$ cat config.mk
export PLATFORM = sky130hd
export DESIGN_NAME = uart_tx_fsm
export DESIGN_NICKNAME = d
export VERILOG_FILES = /design/src/rtl/uart_pkg.sv /design/src/rtl/uart_baud_cnt.sv /design/src/rtl/uart_tx_fsm.sv
export SDC_FILE = /design/constraint.sdc
export NUM_CORES = 1
export LEC_CHECK = 0
export CAP_MARGIN = 10
export CORE_MARGIN = 3
export CORE_UTILIZATION = 40
export DETAILED_ROUTE_END_ITERATION = 8
export DONT_BUFFER_PORTS = 1
export HOLD_SLACK_MARGIN = 0.03
export PLACE_DENSITY_LB_ADDON = 0.1
export SKIP_CTS_REPAIR_TIMING = 1
export SYNTH_ARGS = -nofsm -noshare
export SYNTH_HDL_FRONTEND = slang
export SYNTH_HIERARCHICAL = 1
export SYNTH_SLANG_ARGS = --single-unit
$ cat constraint.sdc
create_clock -name clock -period 3.6 [get_ports clock]
set_clock_uncertainty 0.15 [all_clocks]
set_input_delay 0.72 -clock clock [delete_from_list [all_inputs] [get_ports clock]]
set_output_delay 0.72 -clock clock [all_outputs]
set_load 0.01 [all_outputs]
$ cat src/rtl/uart_pkg.sv
// Shared definitions for the UART transmit path: state encoding,
// frame geometry, the default bit period and the parity helper.
package uart_pkg;

  // Number of data bits carried in one frame.
  localparam int DATA_BITS = 8;

  // Bit period used when the instantiating level does not override it.
  localparam int DEFAULT_CLKS_PER_BIT = 16;

  // Transmitter states, 3-bit encoding.
  typedef enum logic [2:0] {
    IDLE   = 3'd0,
    START  = 3'd1,
    DATA   = 3'd2,
    PARITY = 3'd3,
    STOP   = 3'd4
  } tx_state_t;

  // Parity over the data bits: even parity is the plain XOR, odd inverts it.
  function automatic logic parity_bit(input logic [DATA_BITS-1:0] data,
                                      input logic odd);
    return (^data) ^ odd;
  endfunction

endpackage

$ cat src/rtl/uart_baud_cnt.sv
// Bit-period timer for the UART transmitter. A load strobe restarts the
// period at CLKS_PER_BIT-1; the count then runs down and parks at zero.
// bit_end is high whenever the count is zero, i.e. on the last clock of a bit.
module uart_baud_cnt #(
  parameter int CLKS_PER_BIT = 16
) (
  input  logic clock,
  input  logic reset,
  input  logic load,
  output logic bit_end
);

  localparam int CW = (CLKS_PER_BIT > 1) ? $clog2(CLKS_PER_BIT) : 1;
  localparam logic [CW-1:0] LOAD_VAL = CW'(CLKS_PER_BIT - 1);

  logic [CW-1:0] count;

  // Reload on request, otherwise count down and hold once zero is reached.
  always_ff @(posedge clock or negedge reset) begin
    if (!reset) begin
      count <= '0;
    end else if (load) begin
      count <= LOAD_VAL;
    end else if (count != '0) begin
      count <= count - CW'(1);
    end
  end

  assign bit_end = (count == '0);

endmodule

$ cat src/rtl/uart_tx_fsm.sv
// UART transmitter: start bit, 8 data bits LSB first, parity bit, stop bit.
// Optional build macro UART_TX_TWO_STOP_EN stretches the stop phase to two
// bit periods; without it a single stop bit is sent.
// The serial line, busy flag and done pulse all come straight from flops.
module uart_tx_fsm #(
  parameter int CLKS_PER_BIT = uart_pkg::DEFAULT_CLKS_PER_BIT,
  parameter bit PARITY_ODD   = 1'b0
) (
  input  logic       clock,
  input  logic       reset,
  input  logic       tx_start,
  input  logic [7:0] tx_data,
  output logic       tx,
  output logic       tx_busy,
  output logic       tx_done
);

  import uart_pkg::*;

  tx_state_t            state, state_next;
  logic [DATA_BITS-1:0] shift_reg, shift_next;
  logic [2:0]           bit_idx, idx_next;
  logic                 par_reg, par_next;
  logic                 tx_next, busy_next, done_next;
  logic                 baud_load;
  logic                 bit_end;
`ifdef UART_TX_TWO_STOP_EN
  logic                 stop_second, stop_second_next;
`endif

  uart_baud_cnt #(
    .CLKS_PER_BIT(CLKS_PER_BIT)
  ) u_baud (
    .clock  (clock),
    .reset  (reset),
    .load   (baud_load),
    .bit_end(bit_end)
  );

  // State, datapath and output registers; reset drops the frame and idles the line.
  always_ff @(posedge clock or negedge reset) begin
    if (!reset) begin
      state     <= IDLE;
      shift_reg <= '0;
      bit_idx   <= '0;
      par_reg   <= 1'b0;
      tx        <= 1'b1;
      tx_busy   <= 1'b0;
      tx_done   <= 1'b0;
`ifdef UART_TX_TWO_STOP_EN
      stop_second <= 1'b0;
`endif
    end else begin
      state     <= state_next;
      shift_reg <= shift_next;
      bit_idx   <= idx_next;
      par_reg   <= par_next;
      tx        <= tx_next;
      tx_busy   <= busy_next;
      tx_done   <= done_next;
`ifdef UART_TX_TWO_STOP_EN
      stop_second <= stop_second_next;
`endif
    end
  end

  // Next-state logic; outputs are derived from the next state so they register cleanly.
  always_comb begin
    state_next = state;
    shift_next = shift_reg;
    idx_next   = bit_idx;
    par_next   = par_reg;
    done_next  = 1'b0;
    baud_load  = 1'b0;
`ifdef UART_TX_TWO_STOP_EN
    stop_second_next = stop_second;
`endif

    case (state)
      IDLE: begin
        if (tx_start) begin
          state_next = START;
          shift_next = tx_data;
          par_next   = parity_bit(tx_data, PARITY_ODD);
          baud_load  = 1'b1;
        end
      end
      START: begin
        if (bit_end) begin
          state_next = DATA;
          idx_next   = 3'd0;
          baud_load  = 1'b1;
        end
      end
      DATA: begin
        if (bit_end) begin
          shift_next = {1'b0, shift_reg[DATA_BITS-1:1]};
          idx_next   = bit_idx + 3'd1;
          baud_load  = 1'b1;
          if (bit_idx == 3'd7) begin
            state_next = PARITY;
          end
        end
      end
      PARITY: begin
        if (bit_end) begin
          state_next = STOP;
          baud_load  = 1'b1;
`ifdef UART_TX_TWO_STOP_EN
          stop_second_next = 1'b0;
`endif
        end
      end
      STOP: begin
        if (bit_end) begin
`ifdef UART_TX_TWO_STOP_EN
          if (!stop_second) begin
            stop_second_next = 1'b1;
            baud_load        = 1'b1;
          end else begin
            state_next = IDLE;
            done_next  = 1'b1;
          end
`else
          state_next = IDLE;
          done_next  = 1'b1;
`endif
        end
      end
      default: begin
        state_next = IDLE;
      end
    endcase

    case (state_next)
      START:   tx_next = 1'b0;
      DATA:    tx_next = shift_next[0];
      PARITY:  tx_next = par_next;
      default: tx_next = 1'b1;
    endcase

    busy_next = (state_next != IDLE);
  end

endmodule
==> results of run 1 <==
==> layout by cell type (no fill, tap or decap), types with 2 or more instances in the layout <==
master,count
and3_1,2
clkbuf_4,3
buf_4,2
nor2b_1,6
dfrtp_1,21
o21ai_0,5
a31oi_1,2
xnor2_1,7
nor2_1,6
a211o_1,2
a22o_1,2
a22oi_1,6
o31a_1,3
and3b_1,2
mux2i_1,3
ha_1,3
a21oi_1,3
nand2_1,19
inv_1,4
==> cell usage after synthesis (all sizes together), types with 3 or more instances <==
library cell,instances,area share (%)
a21oi,3,1.3
a22oi,6,4.0
buf,4,2.0
dfrtp,21,46
ha,3,3.3
inv,4,1.3
mux2i,3,2.6
nand2,19,6.3
nor2,7,3.0
nor2b,6,3.3
o21ai,5,2.2
o31a,3,2.3
xnor2,7,5.4
==> per-layer routing <==
layer	up-vias	global-route usage [%]	share of wire, %
li1	401	-	-
met1	348	19.2	52
met2	14	16.5	41
met3	4	4.79	4.8
met4	0	3.56	1.5
met5	-	0	0
==> worst paths after layout <==
kind                            startpoint      endpoint  slack [ns]  cells past startpoint
max in group asynchronous            reset  shift_reg[3]        1.89                      1
max reg2reg                u_baud/count[0]            tx        1.06                      8
min in group clock            shift_reg[4]  shift_reg[4]        0.33                      2
max                        u_baud/count[0]            tx        1.06                      8
min                                  reset            tx        0.09                      0
min reg2reg                   shift_reg[4]  shift_reg[4]        0.33                      2
==> stage by stage <==
step	power, mW	util [%]
after floorplan	0.661	-
after detailed placement	0.721	45.0
after global routing	0.923	46.8
final	0.850	46.8
after CTS	0.859	46.4
after global placement	0.719	45.0
==> worst max-delay path, stage by stage, from the launching register on <==
cell,delay (ns)
dfrtp_1,0.43
inv_1,0.07
ha_1,0.19
nor3b_2,0.58
nor4bb_1,0.36
buf_4,0.21
nor2_4,0.07
a21o_1,0.19
o31a_1,0.23
==> power groups by stage <==
stage	clock [mW]	combinational (mW)	sequential, mW
2_1_floorplan	0	0.248	0.413
3_3_place_gp	0	0.271	0.448
3_5_place_dp	0	0.271	0.450
4_1_cts	0.141	0.275	0.443
5_1_grt	0.152	0.315	0.456
6_report	0.133	0.275	0.442
==> cells by family after synthesis <==
family | Yosys count
simple gates | 42
fa+ha+maj | 3
compound gates | 27
buf+inv | 8
mux | 3
flops | 22
xor+xnor | 7
==> cell type report <==
type                    count  area [um2]  share of cell area (%)
flip-flops and latches     22         552                    45.6
clock buffers               4        36.3                    3.00
repair buffers              3        25.0                    2.07
multi-input cells          82         546                    45.0
well taps                  30        37.5                    3.10
inverters                   4        15.0                    1.24
==> flow_summary.toml, run 1 <==
[final_layout]
largest_reg_flops = 8
final_net_count = 130
fillers = 237
final_area_mm2 = 0.00121
final_cells = 145
num_antenna_cells = 0
drive_gt1_share_pct = 8.70
syn2layout_area_growth_pct = 6.73

[die]
chipWidth_um = 59.3
rows = 18
fp.dieArea_mm2 = 0.00351
die_h_um = 59.3
io_pins = 14
core_mm2 = 0.00259
start_util_pct = 43.8

[grt]
grt_usage_pct = 12.7
grt_start_max_net_pins = 23
overflow = 0
grt_pass1_vias = 692
grt_pass1_wl_um = 3310
antenna_found_initial = 0

[synth]
yosysWarnings = 6
netlist_instances = 112
synth-async-reset-ratio_pct = 100
ys_types = 31
synthSimpleGateAreaFrac_pct = 20.2
synth_compound_area_share_pct = 16.5
ys.flop_type = "dfrtp_1"
synth_adder_area_share_pct = 3.31
netlist_area_mm2 = 0.00113
syn-num-nets = 126
avgSynthCellArea_um2 = 10.1
synth_top_family_by_area = "simple AND/OR/NAND/NOR gates"
synth_xor_area_share_pct = 5.40
muxShareOfSynthArea_pct = 2.65
synth_edf_count = 0
seq_area_frac_synth_pct = 48.6
ys_ff_latch = 22

[placement]
dp_cells = 140
place.detailed.hpwl_um = 1450
gp_congestion = 0.775
port_buffers = 0
placed_area_mm2 = 0.00116
post-place-ws_ns = 1.08

[power]
combinationalPowerShare_pct = 32.4
power_switching_mw = 0.300
swShare_pct = 35.3
irDropWorstVdd_mv = 0.384
p_int_mw = 0.550
power_frac_seq_pct = 52.0
leakage_nw = 0.558
cellPowerDensity_mw_per_mm2 = 702
clkPwrFrac_pct = 15.6

[sta]
setup_violations = 0
period_share_pct = 70.6
max_freq_ghz = 0.394
final_hold_viol_count = 0
layout_setup_ws_ns = 1.06
rsz0062_at_grt = "false"
setup_tns_ns = 0
report.final.slew_viol_count = 0
timing.hold.ws_ns = 0.0898
worst_slew_pin_slew_ns = 0.942
relSlewSlack_pct = 37.0
fin_crit_ns = 2.54

[clocking]
h-tree-depth = 1
clock_sinks = 22
cts-root-buf = "clkbuf_4"
cts_inserted_buffers = 3
clock_latency_ns = 0.30
clock_path_buffers = 2
clk_pin_slew_ns = 0.11
cts_tree = "built"

[drt]
ant_nets = 0
routed_via_density = 5.29
wl_um = 1980
num_vias = 767
wl_per_cell_um = 13.6
drt_iter0_drc = 15
dr.pass1.iters = 4
drcViolationCount = 0

[hold_path]
hp-class = "in -> async"

[status]
outcome = "completed"

[setup_path]
worstSetupPathType = "reg -> reg"
critPathArrivalTime_ns = 2.63
worstPathRequired_ns = 3.69
critPathMaxFanout = 12
crit_path_start_kind = "flop"
end_kind = "flop"

[job]
cap_violations = 0
No activity file was read; power rests on OpenSTA's default activity.
==> run 2, diff against run 1 <==
==> constraint.sdc (replaced) <==
create_clock -name clock -period 2.1 [get_ports clock]
set_clock_uncertainty 0.15 [all_clocks]
set_input_delay 0.42 -clock clock [delete_from_list [all_inputs] [get_ports clock]]
set_output_delay 0.42 -clock clock [all_outputs]
set_load 0.01 [all_outputs]
==> run 2 against run 1 <==
Design area up 9.5%. Total power is 87% higher. Final cell count grew 6.9%. Highest routed layer unchanged. Fmax rose by 26%. Non-clock buffer count up 10. Clock-buffer cell count unchanged. Core utilization is 4.4 points higher. Sequential share of layout area is 4.0 points lower. Critical path type unchanged. Global-route usage increased by 0.57 points.
==> flow_summary.toml, run 2 (synthesis gave the netlist of run 1 again) <==
[setup_path]
cpMaxStageDelayCell = "dfrtp_1"
crit_chain = "inv_2 > ha_4 > nor3b_4 > nor4bb_4 > buf_4 > buf_6 > a22o_1 > a21o_1 > o31a_1"
cpPeakStageDelay_ns = 0.42
crit_buf_inv = 3
worstPathRequired_ns = 2.19
worstSetupPathType = "reg -> reg"
critPathMaxFanout = 4
critPathArrivalTime_ns = 2.11
crit_path_start_kind = "flop"
cp_top_family = "compound AO/OA/AOI/OAI gates"
end_kind = "flop"

[die]
chipWidth_um = 59.3
core_mm2 = 0.00259
die_h_um = 59.3
fp.dieArea_mm2 = 0.00351
rows = 18
io_pins = 14
start_util_pct = 43.8

[final_layout]
final_cell_mix = "dfrtp_1, nand2_1, buf_4"
drive_gt1_share_pct = 17.6
regArea_um2 = 552
num_antenna_cells = 0
final_net_count = 140
fillers = 229
multi_input_area_um2 = 579
largest_reg_flops = 8
syn2layout_area_growth_pct = 16.9
fin_util_pct = 51.2
layout_commonest_cell = "dfrtp_1"

[sta]
report.final.slew_viol_count = 0
fin_crit_ns = 2.02
final_hold_viol_count = 0
timing.hold.ws_ns = 0.108
relSlewSlack_pct = 71.8
max_freq_ghz = 0.495
period_share_pct = 96.2
worst_slew_pin_slew_ns = 0.423
setup_tns_ns = 0
setup_violations = 0

[drt]
wl_um = 2160
routed_via_density = 5.37
dr.pass1.iters = 4
wl_per_cell_um = 13.9
drcViolationCount = 0
drt_iter0_drc = 21
ant_nets = 0
num_vias = 833

[power]
power_frac_seq_pct = 47.0
combinationalPowerShare_pct = 40.6
leakage_nw = 0.612
clkPwrFrac_pct = 12.4
irDropWorstVdd_mv = 0.765
power_mw = 1.59
swShare_pct = 36.0
power_switching_mw = 0.573
cellPowerDensity_mw_per_mm2 = 1200
p_int_mw = 1.02

[grt]
antenna_found_initial = 0
overflow = 0
grt_pass1_vias = 771
grt_start_max_net_pins = 23
grt_usage_pct = 13.2
grt_pass1_wl_um = 3500

[clocking]
cts-root-buf = "clkbuf_4"
cts_inserted_buffers = 3
clk_pin_slew_ns = 0.12
cts_tree = "built"
clock_sinks = 22
clock_latency_ns = 0.30
h-tree-depth = 1
clock_path_buffers = 2

[placement]
port_buffers = 0
gp_congestion = 0.759
place.detailed.hpwl_um = 1450

[job]
cap_violations = 0

[hold_path]
hp-class = "in -> reg"

[status]
outcome = "completed"
-- run 2: per-stage QoR --
step                      setup WS (ns)  area (um2)  instances
final                            0.0793        1330        155
after global routing           -0.00329        1330        155
after CTS                        0.0206        1230        148
after detailed placement         0.0622        1200        144
after global placement            0.105        1200        144
after floorplan                 0.00244        1140        112
-- run 2: power groups by stage --
stage | Combinational [mW] | Clock (mW) | Sequential [mW]
4_1_cts | 0.551 | 0.205 | 0.739
5_1_grt | 0.736 | 0.229 | 0.773
3_3_place_gp | 0.539 | 0 | 0.749
6_report | 0.647 | 0.197 | 0.748
2_1_floorplan | 0.434 | 0 | 0.715
3_5_place_dp | 0.544 | 0 | 0.748
-- run 2: area by class of cell --
class	instances	area share, %
Timing Repair Buffer	13	8.77
Multi-Input combinational cell	82	43.7
Inverter	4	1.13
Clock buffer	4	1.98
Sequential cell	22	41.6
Tap cell	30	2.83
-- run 2: worst register-to-register path, delay by kind of cell (launching register included) --
kind | cells | cell delay (ns)
adders and majority gates | 1 | 0.16
AOI/OAI and AO/OA | 3 | 0.58
and+or+nand+nor | 2 | 0.30
buffers and inverters | 3 | 0.34
DFF | 1 | 0.42
-- run 2: worst paths after layout --
check / start / to / slack (ns) / cells after the start
worst max-delay path: u_baud/count[1] / tx / 0.08 / 9
worst min-delay path: tx_data[7] / shift_reg[7] / 0.11 / 1
worst max register to register: u_baud/count[1] / tx / 0.08 / 9
worst min register to register: shift_reg[2] / shift_reg[2] / 0.33 / 2
max in group asynchronous: reset / tx / 1.21 / 2
min in group asynchronous: reset / bit_idx[0] / 0.38 / 2
-- run 2: layer usage --
metal	global-route usage (%)	routed length, um	vias up
li1	-	-	423
met1	18.3	1110	388
met2	19.3	909	20
met3	5.45	132	2
met4	2.91	13	0
met5	0	0	-
==> run 3, diff against run 2 <==
--- a/config.mk
+++ b/config.mk
@@ -6,6 +6,8 @@
 export NUM_CORES = 1
 export LEC_CHECK = 0
 export CAP_MARGIN = 10
+export CELL_PAD_IN_SITES_DETAIL_PLACEMENT = 0
+export CELL_PAD_IN_SITES_GLOBAL_PLACEMENT = 1
 export CORE_MARGIN = 3
 export CORE_UTILIZATION = 40
 export DETAILED_ROUTE_END_ITERATION = 8
==> run 3 against run 2 <==
Register-to-register slack about the same. Critical path depth unchanged. Clock-buffer cell count unchanged. Routed wire length shrank 2.3%. Non-clock buffer count did not move. Setup slack improved by 0.011 ns. Clock power about the same. Global-route usage rose by 0.82 points. Combinational power is 7.1% lower. Die area unchanged. Sequential share of layout area did not move. Sequential power about the same. Critical endpoint unchanged. Largest power group unchanged.
==> flow_summary.toml, run 3 (synthesis gave the netlist of run 1 again) <==
[grt]
grt_pass1_vias = 816
antenna_found_initial = 0
grt_usage_pct = 14.1
grt_pass1_wl_um = 3680
grt_start_max_net_pins = 23
overflow = 0

[final_layout]
regArea_um2 = 552
num_antenna_cells = 0
largest_reg_flops = 8
final_net_count = 140
multi_input_area_um2 = 583
layout_commonest_cell = "dfrtp_1"
final_cells = 155
final_cell_mix = "dfrtp_1, nand2_1, buf_4"
fin_util_pct = 51.2
fillers = 235
final_area_mm2 = 0.00133
syn2layout_area_growth_pct = 16.9
drive_gt1_share_pct = 18.4

[sta]
rsz0062_at_grt = "false"
timing.hold.ws_ns = 0.106
setup_tns_ns = 0
worst_slew_pin_slew_ns = 0.327
setup_violations = 0
final_hold_viol_count = 0
report.final.slew_viol_count = 0
max_freq_ghz = 0.498
relSlewSlack_pct = 78.2
period_share_pct = 95.7
fin_crit_ns = 2.01
layout_setup_ws_ns = 0.0904

[hold_path]
hold_depth = 2
hp-start = "tx_data[4]"
hp-class = "in -> reg"
min_to = "shift_reg[4]"

[drt]
dr.pass1.iters = 3
wl_um = 2110
drcViolationCount = 0
routed_via_density = 5.24
num_vias = 812
drt_iter0_drc = 44
ant_nets = 0
wl_per_cell_um = 13.6

[setup_path]
critPathMaxFanout = 5
worstSetupPathType = "reg -> reg"
cpPeakStageDelay_ns = 0.41
reg2regPathDepth = 9
cpMaxStageDelayCell = "dfrtp_1"
r2r_start = "u_baud/count[1]"
crit_chain = "inv_2 > ha_4 > nor3b_4 > nor4bb_4 > buf_4 > buf_4 > a22o_1 > a21o_1 > o31a_1"
end_kind = "flop"
worstPathRequired_ns = 2.19
startpoint = "u_baud/count[1]"
r2r_slack_ns = 0.09
crit_top_cell = "buf_4"
critPathArrivalTime_ns = 2.10
r2r_end = "tx"
crit_path_start_kind = "flop"

[placement]
placed_area_mm2 = 0.00121
place.detailed.hpwl_um = 1490
gp_congestion = 0.748
post-place-ws_ns = -0.000201
port_buffers = 0
dp_cells = 145

[power]
irDropWorstVdd_mv = 0.739
power_mw = 1.55
cellPowerDensity_mw_per_mm2 = 1170
leakage_nw = 0.615

[clocking]
clock_path_buffers = 2
h-tree-depth = 1
cts_tree = "built"
clk_pin_slew_ns = 0.12
cts-root-buf = "clkbuf_4"
clock_latency_ns = 0.30
clock_sinks = 22
cts_inserted_buffers = 3

[die]
rows = 18
io_pins = 14
die_h_um = 59.3
start_util_pct = 43.8
chipWidth_um = 59.3
core_mm2 = 0.00259
fp.dieArea_mm2 = 0.00351

[job]
cap_violations = 0

[status]
outcome = "completed"
-- run 3: changes by cell type in the layout (fill, tap and decap cells not counted) --
cell / change
buf_4: +1
buf_6: -1
o21bai_1: -1
o21bai_2: +1
-- run 3: layer usage --
metal | share of wire, % | vias to the layer above | GRT usage, %
li1 | - | 422 | -
met1 | 51 | 375 | 19.7
met2 | 44 | 10 | 20.7
met3 | 3.0 | 5 | 2.61
met4 | 2.2 | 0 | 6.80
met5 | 0 | - | 0
-- run 3: critical path: cells and delay by family, from the launching register on --
family | cells | cell delay, ns
simple gates | 2 | 0.30
fa+ha+maj | 1 | 0.15
buf+inv | 3 | 0.37
compound gates | 3 | 0.56
flops | 1 | 0.41
-- run 3: power breakdown --
| part | internal, mW | leakage, nW | total (mW) | switching (mW) |
|---|---|---|---|---|
| logic | 0.323 | 0.332 | 0.601 | 0.278 |
| registers | 0.599 | 0.268 | 0.747 | 0.148 |
| clock network | 0.0741 | 0.0150 | 0.199 | 0.125 |
-- run 3: final cells by class --
type                       instances  share of cell area, %
multi-input combinational         82                   44.0
sequential                        22                   41.6
timing repair buffer              13                   8.49
tap                               30                   2.83
clock buffer                       4                   1.98
inverter                           4                   1.13
-- run 3: worst max-delay path by stage --
| stage | slack, ns | endpoint | cells past startpoint |
|---|---|---|---|
| 2_1_floorplan | 0.002 | tx | 8 |
| 3_3_place_gp | 0.06 | tx | 8 |
| 3_5_place_dp | -0.0002 | tx | 8 |
| 4_1_cts | -0.03 | tx | 8 |
| 5_1_grt | 0.004 | tx | 9 |
| 6_report | 0.09 | tx | 9 |
